<file path="src/rtl/hazard_pkg.sv">
// Shared constants and types for the Tuse/Tnew stall/bubble controller.
// Latency: n/a (declarations only).
// Backpressure: n/a (declarations only).
package hazard_pkg;

  // Cycles from D until a source operand is consumed.
  localparam logic [1:0] TUSE_D = 2'd0;  // branch compare / jr target
  localparam logic [1:0] TUSE_E = 2'd1;  // ALU operand
  localparam logic [1:0] TUSE_M = 2'd2;  // store data

  // Cycles after entering E until a result can be forwarded.
  localparam logic [1:0] TNEW_JAL  = 2'd0;
  localparam logic [1:0] TNEW_ALU  = 2'd1;
  localparam logic [1:0] TNEW_LOAD = 2'd2;

  // Mult/div operation select.
  localparam logic MD_MULT = 1'b0;
  localparam logic MD_DIV  = 1'b1;

  // Shadow-stage record at the default widths (AW=5, TW=2). The top declares
  // the same {wr_en, addr, tnew} layout sized by its own parameters.
  typedef struct packed {
    logic       wr_en;
    logic [4:0] addr;
    logic [1:0] tnew;
  } shadow_t;

endpackage

</file>
<file path="src/rtl/md_busy_counter.sv">
// Busy counter for the multi-cycle mult/div unit.
// Latency: load takes effect on the next clock edge; busy is a pure decode of the count.
// Backpressure: none; the caller only pulses load for a start that actually advances.
//
// Ports:
//   clk, reset  - clock, synchronous active-high reset
//   load        - start accepted this cycle
//   op          - MD_MULT / MD_DIV, selects the reload value
//   busy        - counter nonzero
module md_busy_counter
  import hazard_pkg::*;
#(
  parameter int MDW         = 4,
  parameter int MULT_CYCLES = 5,
  parameter int DIV_CYCLES  = 10
) (
  input  logic clk,
  input  logic reset,
  input  logic load,
  input  logic op,
  output logic busy
);

  localparam logic [MDW-1:0] MULT_LD = MDW'(MULT_CYCLES);
  localparam logic [MDW-1:0] DIV_LD  = MDW'(DIV_CYCLES);
  localparam logic [MDW-1:0] CNT_ONE = MDW'(1);

  logic [MDW-1:0] cnt;

  always_ff @(posedge clk) begin
    if (reset) begin
      cnt <= '0;
    end else if (load) begin
      cnt <= (op == MD_DIV) ? DIV_LD : MULT_LD;
    end else if (cnt != '0) begin
      cnt <= cnt - CNT_ONE;
    end
  end

  assign busy = (cnt != '0);

endmodule

</file>
<file path="src/rtl/hazard_ctrl_tn.sv">
// Stall/bubble controller for the 5-stage pipeline using Tuse/Tnew classification.
// Latency: stall/flush_e are combinational from D inputs; shadow state updates on the clock edge.
// Backpressure: stall freezes PC and F/D; flush_e (identical) bubbles D/E in the same cycle.
//
// Ports:
//   clk, reset                  - clock, synchronous active-high reset
//   d_*                         - decoded fields of the instruction in D
//   stall, flush_e              - freeze front end / insert E bubble
//   md_busy                     - mult/div unit still working
//   e_wr_addr/e_tnew, m_*       - shadow E/M destinations (addr 0 when no write)
//   stall_count                 - saturating count of stalled cycles
module hazard_ctrl_tn
  import hazard_pkg::*;
#(
  parameter int AW          = 5,
  parameter int TW          = 2,
  parameter int MULT_CYCLES = 5,
  parameter int DIV_CYCLES  = 10,
  parameter int MDW         = 4,
  parameter int CNT_W       = 32
) (
  input  logic             clk,
  input  logic             reset,
  input  logic             d_valid,
  input  logic [AW-1:0]    d_rs_addr,
  input  logic             d_rs_used,
  input  logic [TW-1:0]    d_rs_tuse,
  input  logic [AW-1:0]    d_rt_addr,
  input  logic             d_rt_used,
  input  logic [TW-1:0]    d_rt_tuse,
  input  logic             d_wr_en,
  input  logic [AW-1:0]    d_wr_addr,
  input  logic [TW-1:0]    d_tnew,
  input  logic             d_md_start,
  input  logic             d_md_op,
  input  logic             d_md_use,
  output logic             stall,
  output logic             flush_e,
  output logic             md_busy,
  output logic [AW-1:0]    e_wr_addr,
  output logic [TW-1:0]    e_tnew,
  output logic [AW-1:0]    m_wr_addr,
  output logic [TW-1:0]    m_tnew,
  output logic [CNT_W-1:0] stall_count
);

  typedef struct packed {
    logic          wr_en;
    logic [AW-1:0] addr;
    logic [TW-1:0] tnew;
  } stage_t;

  localparam logic [TW-1:0]    TNEW_ONE = TW'(1);
  localparam logic [CNT_W-1:0] CNT_ONE  = CNT_W'(1);

  stage_t e_q, e_d, m_q, m_d;
  logic   e_md_start_q;
  logic   data_hz, md_hz, md_load;

  // A source only conflicts with a producer whose result arrives later than
  // the source is needed. $0 is never a real dependency.
  function automatic logic src_hz(input logic used, input logic [AW-1:0] addr,
                                  input logic [TW-1:0] tuse, input stage_t st);
    return used && (addr != '0) && st.wr_en && (st.addr == addr) && (st.tnew > tuse);
  endfunction

  always_comb begin
    data_hz = src_hz(d_rs_used, d_rs_addr, d_rs_tuse, e_q) |
              src_hz(d_rs_used, d_rs_addr, d_rs_tuse, m_q) |
              src_hz(d_rt_used, d_rt_addr, d_rt_tuse, e_q) |
              src_hz(d_rt_used, d_rt_addr, d_rt_tuse, m_q);
    // e_md_start_q covers the cycle right after a start is accepted.
    md_hz   = (d_md_use | d_md_start) & (md_busy | e_md_start_q);
    stall   = d_valid & (data_hz | md_hz);
    flush_e = stall;
    md_load = d_valid & d_md_start & ~stall;
  end

  always_comb begin
    e_d = '0;
    if (!stall && d_valid && d_wr_en && (d_wr_addr != '0)) begin
      e_d.wr_en = 1'b1;
      e_d.addr  = d_wr_addr;
      e_d.tnew  = d_tnew;
    end
    m_d       = e_q;
    m_d.tnew  = (e_q.tnew == '0) ? '0 : (e_q.tnew - TNEW_ONE);
  end

  always_ff @(posedge clk) begin
    if (reset) begin
      e_q          <= '0;
      m_q          <= '0;
      e_md_start_q <= 1'b0;
      stall_count  <= '0;
    end else begin
      e_q          <= e_d;
      m_q          <= m_d;
      e_md_start_q <= md_load;
      if (stall && (stall_count != '1)) begin
        stall_count <= stall_count + CNT_ONE;
      end
    end
  end

  md_busy_counter #(
    .MDW         (MDW),
    .MULT_CYCLES (MULT_CYCLES),
    .DIV_CYCLES  (DIV_CYCLES)
  ) u_md_cnt (
    .clk   (clk),
    .reset (reset),
    .load  (md_load),
    .op    (d_md_op),
    .busy  (md_busy)
  );

  assign e_wr_addr = e_q.addr;
  assign e_tnew    = e_q.tnew;
  assign m_wr_addr = m_q.addr;
  assign m_tnew    = m_q.tnew;

endmodule

</file>
<file path="config.mk">
export PLATFORM = sky130hd
export DESIGN_NAME = hazard_ctrl_tn
export DESIGN_NICKNAME = d
export VERILOG_FILES = /design/src/rtl/hazard_pkg.sv /design/src/rtl/md_busy_counter.sv /design/src/rtl/hazard_ctrl_tn.sv
export SDC_FILE = /design/constraint.sdc
export NUM_CORES = 1
export LEC_CHECK = 0
export CORE_MARGIN = 2
export CORE_UTILIZATION = 49
export DETAILED_ROUTE_END_ITERATION = 8
export GPL_TIMING_DRIVEN = 0
export PLACE_DENSITY = 0.8
export SLEW_MARGIN = 20
export SYNTH_ARGS = -nofsm -noshare
export SYNTH_HDL_FRONTEND = slang
export SYNTH_SLANG_ARGS = --single-unit
</file>
<file path="constraint.sdc">
create_clock -name clk -period 3.3 [get_ports clk]
set_input_delay 0.825 -clock clk [delete_from_list [all_inputs] [get_ports clk]]
set_output_delay 0.825 -clock clk [all_outputs]
set_load 0.01 [all_outputs]
</file>
==> metrics <==
outcome=completed; worst-path maximum fanout=3; Critical R2R Capture=stall_count[28]; CTS tree=done; Final Net Count=488; cells along the critical path=dlygate4sd2_1 -> inv_2 -> buf_4 -> ha_4 -> nand2_1 -> nand3_2 -> nor4_2 -> o21ba_4 -> o31ai_4 -> inv_4 -> buf_6; I/O Buffers=78; reg-to-reg setup timing slack=about 660 ps; Switching Fraction=about a third; worst min-delay path class=flip-flop to flip-flop; final hold slack=around 450 ps; chip width=82.63 um; Worst Hold Launch=e_tnew[0]; number of global-route vias before repair=~2800; Hold EP=m_tnew[0]; Syn. warnings=0; Clock power frac=24.0%; Final ANT Viol Nets=0; chip height=approximately 83 um; Worst-Skew Late Latency=a little over 300 ps; Setup Skew=6.510 ps; max-slew violations=0; Ant. Diodes=0; hold depth=1; row count=28; Synth Flop Type=dfxtp_1; Worst-Margin Slew=844.0 ps; Power Total=between 0.0015 and 0.002 W; largest net degree at the start of global routing=16; Crit. End Element=output port; Seq pwr share=a little over two fifths; critical path's slowest cell=ha_4; # setup viols final=0; die area=just under 7000 um2; Syn Nets=400; Tmin final=3233 ps; Iter 0 DRT Violations=121; total number of vias=2915; PwrDens=401.3 nW/um2; Final Hold Violating Endpoints=0; Tot GR Track Use=25.58%; WS Path Type=input port to output port; Critical Path AT=2410 ps; RSZ-0062 raised after global routing=false; register cell area after layout=1061 um2; initial antenna violation count=0; Finished Core Util=69.50%; FILL cells=494; Net Sw Power=0.0005310 W; Routed WL=8.469 mm; Post-synth EDFFs=0; Max Cap Violations=0; Async S/R FF share, synth=0%; clock root buffer master=clkbuf_8; Data required, critical path=2470 ps; starting density of the core=50.86%; first-pass GRT wire length=13.36 mm; top cells by area, synth=dfxtp_1 (35%), ha_1 (5.0%), xnor2_1 (4.3%), a21oi_1 (4.3%), nor2b_1 (3.9%); HPWL after detailed placement=6.066 mm; peak supply drop=approximately 0.29 mV; achievable frequency=around 0.31 GHz; Routability Congestion=0.8611; Clock Sinks=53; Max-Slew Margin vs Limit=43.26%; Worst path max stage delay=270 ps; Syn Area/Cell=8.461 um2; worst r2r src=e_tnew[0]; Area Overhead vs Synth=36.64%; Post-Place Cell Area=3904 um2; startpoint types=input port; Pleak=between 1.5 and 2 nW; area leader, netlist=dfxtp_1; grt ovf=0; Gate Count Post-Synth=358; CP top delay family=buffers and inverters; IO Pins=79; Worst-path clk slew=approximately 90 ps; Logic pwr share=33.0%; area of the multi-input gates=1884 um2; CP bufs+invs=5; layout cell share with drive strength beyond 1=17.90%; 1st-pass router iterations=4; Via density=5.584; Post-synth top cells=dfxtp_1 (53), a21oi_1 (26), nor2_1 (23); core area=5956 um2; Seq cells post-synth=53; Clock Path Buffers=2; Int Pwr=0.001130 W; Clock H-tree levels=2; most frequent cell after synthesis=dfxtp_1; DRC viols=0; Yosys top cell area share=35.03%; Yosys cell types=44; Reg2Reg Depth=11; post-route cell area=4139 um2; CTS Buf Count=5; final period utilization=97.97%; sequential area share after synthesis=35.03%; routed len/inst=16.22 um; Netlist Area Pre-Place=3029 um2
==> registers in the layout, summed over array words and instances, names as in the netlist <==
register      flops
u_md_cnt.cnt      4
e_md_start_q      1
m_q               1
m_wr_addr         5
e_wr_addr         5
m_tnew            2
e_q               1
e_tnew            2
stall_count      32
==> power groups by stage <==
stage | sequential (W) | combinational, W | clock (W)
6_report | 0.000713 | 0.000548 | 0.000399
5_1_grt | 0.000718 | 0.000605 | 0.000433
4_1_cts | 0.000712 | 0.000524 | 0.000411
3_5_place_dp | 0.000726 | 0.000506 | 0
3_3_place_gp | 0.000724 | 0.000496 | 0
2_1_floorplan | 0.000719 | 0.000325 | 0
==> layer usage <==
| metal | part of all wire [%] | GRT usage (%) |
|---|---|---|
| met5 | 0 | 0 |
| met3 | 4.6 | 4.130 |
| met4 | 1.3 | 7.541 |
| met1 | 44 | 32.86 |
| met2 | 50 | 44.11 |
==> cell usage in the layout (no fill, tap or decap), types with 15 or more instances in the layout <==
cell type,instances
nand3_1,19
dfxtp_1,53
nor2b_1,19
xnor2_1,15
nor2_1,23
buf_4,18
o21ai_0,18
a21oi_1,23
nand4_1,16
clkdlybuf4s50_1,62
or3_1,16
==> cell type report <==
cell class	count	area share (%)
tap	75	2.267
sequential	53	25.63
clock inverter	1	0.1209
inverter	14	1.330
clock buffer	7	2.328
multi-input combinational	264	45.53
buffer	26	3.869
timing repair buffer	82	18.92
==> worst reg2reg max path, stage by stage (launching register included) <==
cell      delay [ps]
dfxtp_1          350
inv_1             90
ha_1             300
a21boi_1         120
nand4_1          150
nor4_4           290
o21ba_4          180
o31ai_4           70
buf_4            180
buf_6            140
nor3_1           290
mux2_2           370
==> how the worst max path moves through the flow <==
| stage | start | end | slack, ps | depth (start not counted) |
|---|---|---|---|---|
| after floorplan | d_rt_addr[1] | stall | 190 | 6 |
| after global placement | d_rs_tuse[1] | stall | -1020 | 11 |
| after detailed placement | d_rs_tuse[1] | stall | -1040 | 11 |
| after CTS | d_rt_tuse[0] | flush_e | 60 | 9 |
| after global routing | d_rt_tuse[1] | stall | 10 | 11 |
| final | d_rt_tuse[1] | flush_e | 70 | 11 |
==> through the flow <==
step                setup WS (ps)  setup TNS (ps)  std cells
floorplan                   189.9               0        358
global placement            -1023           -8318        511
detailed placement          -1035           -9591        511
CTS                         62.13               0        520
global route                11.73               0        522
finish                      66.83               0        522
==> repair_timing <==
item / CTS / global route
hold buffers: 0 / 0
endpoints found under the setup margin: 4 / 2
setup buffers: 2 / 2
pin swaps: 15 / 4
gates resized for setup: 67 / 2
==> cells by family (layout without fill, tap and decap cells) <==
family	count (synthesis)	count (layout)	share of synthesized area [%]
AO/OA/AOI/OAI	58	58	11.36
XOR/XNOR	22	22	6.361
adder cells (fa/ha/maj)	12	12	4.956
buffers and inverters	41	130	7.353
flip-flops	53	53	35.03
multiplexers	14	14	5.618
AND/OR/NAND/NOR	158	158	29.33
(Power assumes the default switching activity.)
